<file path="config.mk">
export PLATFORM = sky130hd
export DESIGN_NAME = am2940_ctrl
export DESIGN_NICKNAME = d
export VERILOG_FILES = /design/src/rtl/am2940_pkg.sv /design/src/rtl/am2940_done_det.sv /design/src/rtl/am2940_ctrl.sv
export SDC_FILE = /design/constraint.sdc
export NUM_CORES = 1
export LEC_CHECK = 0
export CAP_MARGIN = 20
export CORE_MARGIN = 2
export CORE_UTILIZATION = 40
export CTS_CLUSTER_DIAMETER = 80
export DETAILED_ROUTE_END_ITERATION = 6
export HOLD_SLACK_MARGIN = 0.1
export PLACE_DENSITY_LB_ADDON = 0.08
export SETUP_SLACK_MARGIN = 0.3
export SKIP_LAST_GASP = 1
export SYNTH_ARGS = -nofsm -noshare
export SYNTH_HDL_FRONTEND = slang
export SYNTH_HIERARCHICAL = 1
export SYNTH_SLANG_ARGS = --single-unit
export TNS_END_PERCENT = 5
</file>
<file path="constraint.sdc">
create_clock -name clk -period 3.5 [get_ports clk]
set_clock_uncertainty 0.2 [all_clocks]
set_input_delay 0.35 -clock clk [delete_from_list [all_inputs] [get_ports clk]]
set_output_delay 0.35 -clock clk [all_outputs]
set_load 0.01 [all_outputs]
</file>
<file path="src/rtl/am2940_pkg.sv">
// Shared types for the 8-bit DMA address generator control block:
// instruction codes, word-count modes, control register layout and sequencer states.
package am2940_pkg;

    typedef enum logic [2:0] {
        WR_CR   = 3'd0,
        RD_CR   = 3'd1,
        RD_WC   = 3'd2,
        RD_ADDR = 3'd3,
        REINIT  = 3'd4,
        LD_ADDR = 3'd5,
        LD_WC   = 3'd6,
        ENABLE  = 3'd7
    } instr_e;

    typedef enum logic [1:0] {
        WC_ZERO  = 2'd0,
        WC_CMP   = 2'd1,
        ADDR_CMP = 2'd2,
        WC_FREE  = 2'd3
    } mode_e;

    typedef struct packed {
        logic  dir;
        mode_e mode;
    } cr_t;

    typedef enum logic [1:0] {
        IDLE = 2'd0,
        RUN  = 2'd1,
        DONE = 2'd2
    } state_e;

    // Counting-up modes start the word counter at zero and compare against wc_reg.
    function automatic logic wc_loads_zero(input mode_e m);
        return (m == WC_CMP) || (m == WC_FREE);
    endfunction

endpackage

</file>
<file path="src/rtl/am2940_done_det.sv">
// Terminal-count detector: decides whether the step being issued this cycle
// is the last one of the transfer, given the current counter values.
module am2940_done_det
    import am2940_pkg::*;
#(
    parameter int W = 8
) (
    input  logic [1:0]   mode,
    input  logic         dir,
    input  logic [W-1:0] addr_q,
    input  logic [W-1:0] wc_q,
    input  logic [W-1:0] wc_reg,
    output logic         term
);

    logic [W-1:0] addr_next;
    logic [W-1:0] wc_next;

    // NOTE: every variable assigned in always_comb gets a default first, so no latch is inferred.
    always_comb begin
        term      = 1'b0;
        addr_next = dir ? (addr_q - W'(1)) : (addr_q + W'(1));
        wc_next   = wc_q + W'(1);
        case (mode_e'(mode))
            WC_ZERO:  term = (wc_q == W'(1));
            WC_CMP:   term = (wc_next == wc_reg);
            ADDR_CMP: term = (addr_next == wc_reg);
            default:  term = 1'b0;
        endcase
    end

endmodule

</file>
<file path="src/rtl/am2940_ctrl.sv">
// Instruction decoder and transfer sequencer: drives load/step commands to the
// external address and word counters and flags DONE at the terminal count.
module am2940_ctrl
    import am2940_pkg::*;
#(
    parameter int W = 8
) (
    input  logic         clk,
    input  logic         reset,
    input  logic [2:0]   instr,
    input  logic         instr_valid,
    input  logic         cnte_n,
    input  logic [W-1:0] di,
    output logic [W-1:0] dout,
    output logic         dout_oe,
    input  logic [W-1:0] addr_q,
    input  logic [W-1:0] wc_q,
    output logic         addr_pl,
    output logic         addr_inc,
    output logic         addr_dec,
    output logic         addr_encnt,
    output logic [W-1:0] addr_di,
    output logic         wc_pl,
    output logic         wc_inc,
    output logic         wc_dec,
    output logic         wc_encnt,
    output logic [W-1:0] wc_di,
    output logic         busy,
    output logic         done
);

    cr_t          cr;
    logic [W-1:0] addr_reg;
    logic [W-1:0] wc_reg;
    state_e       state;
    logic         done_q;

    instr_e op;
    logic   is_load;
    logic   step;
    logic   term;

    assign op      = instr_e'(instr);
    assign is_load = instr_valid && (op inside {WR_CR, REINIT, LD_ADDR, LD_WC});
    assign step    = (state == RUN) && !cnte_n && !is_load;
    assign busy    = (state == RUN);
    assign done    = done_q;

    am2940_done_det #(.W(W)) u_done_det (
        .mode   (cr.mode),
        .dir    (cr.dir),
        .addr_q (addr_q),
        .wc_q   (wc_q),
        .wc_reg (wc_reg),
        .term   (term)
    );

    // Counter commands are combinational so a load lands on the same edge that samples instr.
    always_comb begin
        addr_pl    = 1'b0;
        addr_inc   = 1'b0;
        addr_dec   = 1'b0;
        addr_encnt = 1'b0;
        addr_di    = '0;
        wc_pl      = 1'b0;
        wc_inc     = 1'b0;
        wc_dec     = 1'b0;
        wc_encnt   = 1'b0;
        wc_di      = '0;
        dout       = '0;
        dout_oe    = 1'b0;

        if (instr_valid) begin
            case (op)
                RD_CR: begin
                    dout    = {{(W-3){1'b0}}, cr};
                    dout_oe = 1'b1;
                end
                RD_WC: begin
                    dout    = wc_q;
                    dout_oe = 1'b1;
                end
                RD_ADDR: begin
                    dout    = addr_q;
                    dout_oe = 1'b1;
                end
                REINIT: begin
                    addr_pl = 1'b1;
                    addr_di = addr_reg;
                    wc_pl   = 1'b1;
                    wc_di   = wc_loads_zero(cr.mode) ? '0 : wc_reg;
                end
                LD_ADDR: begin
                    addr_pl = 1'b1;
                    addr_di = di;
                end
                LD_WC: begin
                    wc_pl = 1'b1;
                    wc_di = wc_loads_zero(cr.mode) ? '0 : di;
                end
                default: ;
            endcase
        end

        if (step) begin
            addr_encnt = 1'b1;
            addr_inc   = !cr.dir;
            addr_dec   = cr.dir;
            case (cr.mode)
                WC_ZERO: begin
                    wc_encnt = 1'b1;
                    wc_dec   = 1'b1;
                end
                WC_CMP, WC_FREE: begin
                    wc_encnt = 1'b1;
                    wc_inc   = 1'b1;
                end
                default: ;
            endcase
        end
    end

    // NOTE: reset is sampled on the clock edge only; it is not in the sensitivity list.
    always_ff @(posedge clk) begin
        if (reset) begin
            cr       <= '0;
            addr_reg <= '0;
            wc_reg   <= '0;
            state    <= IDLE;
            done_q   <= 1'b0;
        end else begin
            // NOTE: state registers use non-blocking assignment so all updates share one edge.
            if (instr_valid) begin
                case (op)
                    WR_CR:   cr       <= cr_t'(di[2:0]);
                    LD_ADDR: addr_reg <= di;
                    LD_WC:   wc_reg   <= di;
                    default: ;
                endcase
            end

            if (is_load) begin
                state  <= IDLE;
                done_q <= 1'b0;
            end else if (instr_valid && (op == ENABLE) && (state == IDLE)) begin
                if ((cr.mode == WC_ZERO) && (wc_q == '0)) begin
                    state  <= DONE;
                    done_q <= 1'b1;
                end else begin
                    state <= RUN;
                end
            end else if (step && term) begin
                state  <= DONE;
                done_q <= 1'b1;
            end
        end
    end

endmodule

</file>
==> run summary <==
crit path from: cr[2]$_SDFFE_PP0P_
Met3 Wirelength: 239 um
max_slew headroom: 46.88%
clock root buffer: clkbuf_8
fin cells: 437
hold_sp: addr_reg[0]$_SDFFE_PP0P_
Tot GR Track Use: 21.09%
final hold violations: 0
drt first pass iters: 4
RSZ-0062 raised after global routing: yes
worst skew pair latency: 0.27 ns
DP HPWL: 4826 um
Max Slew Vio Count: 0
Avg Cell Area, Syn: 7.337 um^2
filler instances: 496
register bit count reported by yosys: 22
Post-Synth Adder-Cell Area: 7.674%
Synth cell types: 45
vias in the first global route: 1983
main combinational cell family by area after synthesis: simple AND/OR/NAND/NOR gates
Syn Inst Count: 280
Final Wtd Congestion: 0.9092
asr flop ratio synth: 0%
most frequent cells in the layout: clkdlybuf4s50_1, nor2_1, nand2_1
I/O pins: 66
VDD IR max: 0.2243 mV
Netlist Area Pre-Place: 2054 um^2
Critical Path Sink Type: flop
port buffer count: 65
crit start category: flop
hold_buf cts: 0
num rows: 26
Post-synth EDFFs: 0
first-pass GRT wire length: 9280 um
clk slew on worst S/H paths: 0.09 ns
# H-tree levels: 1
register area share after synthesis: 21.44%
Max Used Layer: met4
nets@finish: 411
Routed Antenna Nets: 0
Post-Syn Nets: 323
Tcrit/Tclk final: 93.72%
Synth Area in Simple Gates: 28.87%
dpl cells: 432
yosys warns: 6
initial drt markers: 70
Max Cap Viol: 0
Synth-to-Final Area Change: 49.88%
Tmin final: 3.280 ns
Hold/Removal Path Class: reg -> reg
initial antenna violation count: 0
LEAKAGE: 1.230 nW
most common cell after layout, fill and taps aside: clkdlybuf4s50_1
worst r2r src: cr[2]$_SDFFE_PP0P_
P per Cell Area: 233.9 nW/um^2
die height: 75.67 um
post-DR wirelength/cell: 13.74 um
Sink Count: 22
final setup vio count: 0
Antenna diodes: 0
fraction of synthesized area in multiplexers: 14.74%
largest net degree at the start of global routing: 22
Initial Utilization: 40.74%
sequential cell area: 444.2 um^2
Die W: 75.67 um
worst hold slack: 0.2566 ns
Overflow after GRT: 0
CTS tree: built
Critical Path AT: 3.29 ns
vias post-DR: 2241
Worst Path Required: 3.51 ns
clock buffer count from CTS: 3
area of the multi-input gates: 1560 um^2
post-synthesis compound-gate area fraction: 14.74%
critical path fanouts, max: 4
Max Freq: 304.9 MHz
Synth Area in XOR/XNOR: 7.674%
via/cell ratio: 5.128
dominant synthesized flop cell: dfxtp_1
core area: 5042 um^2
CP Class: reg -> reg
share of cells above drive strength 1: 13.62%
Slew @ Worst Pin: 0.7943 ns
fin util: 61.07%
maximum root-to-sink buffer count: 2
die area: 5725 um^2
Pwr Total: 0.0007203 W
status: completed
DRC: 0
WL met1: 2801 um
WL met2: 2904 um
WL final: 6004 um
-- synth_stat cells (3+ instances only) --
| cell | count | area (um^2) |
|---|---|---|
| and2_1 | 3 | 18.77 |
| nand3_1 | 9 | 45.04 |
| nand2_1 | 38 | 142.6 |
| ha_1 | 11 | 137.6 |
| inv_1 | 9 | 33.78 |
| xor2_1 | 5 | 43.79 |
| or3_1 | 3 | 18.77 |
| dfxtp_1 | 22 | 440.4 |
| nor3_1 | 4 | 20.02 |
| buf_2 | 8 | 40.04 |
| mux2i_1 | 28 | 280.3 |
| a22oi_1 | 4 | 30.03 |
| a21oi_1 | 24 | 120.1 |
| inv_2 | 3 | 11.26 |
| clkbuf_1 | 4 | 15.01 |
| nand3b_1 | 4 | 30.03 |
| nand2b_1 | 4 | 25.02 |
| xnor2_1 | 13 | 113.9 |
| nand4_1 | 4 | 25.02 |
| a21o_1 | 3 | 22.52 |
| a31oi_1 | 3 | 18.77 |
| nor2_1 | 42 | 157.7 |
-- cell type report --
type	instances	share of cell area, %
multi-input cells	234	50.67
repair buffers	95	28.28
flip-flops and latches	22	14.43
well taps	70	2.844
inverters	12	1.463
clock buffers	3	1.341
clock inverters	1	0.9752
-- worst max-delay path, cell delays in order, from the launching register on --
cell,delay [ns]
dfxtp_4,0.38
inv_2,0.04
fa_1,0.56
mux2i_1,0.09
xor2_1,0.15
a31oi_1,0.15
nand4b_1,0.11
or4_1,0.40
a2111o_1,0.31
o21ai_2,0.14
nor4bb_4,0.21
o211ai_1,0.14
mux2i_1,0.20
o21a_1,0.14
-- worst paths after layout --
path / slack [ns] / endpoint / cells after the start
worst max register to register: 0.22 / state[1]$_SDFFE_PP0P_ / 13
worst min-delay path: 0.26 / addr_reg[0]$_SDFFE_PP0P_ / 2
worst min register to register: 0.26 / addr_reg[0]$_SDFFE_PP0P_ / 2
worst max-delay path: 0.22 / state[1]$_SDFFE_PP0P_ / 13
-- logic make-up (layout without fill, tap and decap cells) --
family / count (synthesis) / in the layout
buf+inv: 24 / 111
xor+xnor: 18 / 18
mux: 30 / 30
flops: 22 / 22
fa+ha+maj: 12 / 12
compound gates: 49 / 49
simple gates: 125 / 125
-- routing by layer --
layer	vias up	track usage, %
met5	-	0
met4	0	5.263
met3	5	1.323
met2	56	37.49
met1	1024	27.84
li1	1156	-
-- stage by stage --
| step | cell area [um^2] | setup TNS [ns] | setup slack (ns) |
|---|---|---|---|
| floorplan | 2058 | 0 | 0.3223 |
| global placement | 2959 | -1.243 | -0.4171 |
| detailed placement | 2959 | -1.507 | -0.5181 |
| CTS | 3065 | 0 | 0.2008 |
| global route | 3079 | 0 | 0.1027 |
| finish | 3079 | 0 | 0.2198 |
-- power breakdown --
part           switching (W)  total (W)  internal (W)
clock network      0.0000880   0.000241      0.000153
registers         0.00000441   0.000259      0.000254
logic               0.000105   0.000220      0.000115
-- repair_timing --
item | 4_1_cts | 5_1_grt
hold endpoints to repair | 0 | 0
setup endpoints to repair | 3 | 3
pin swaps | 9 | 2
resized for setup | 12 | 2
buffers inserted | 1 | 0
Power figures use the tool's default switching activity.
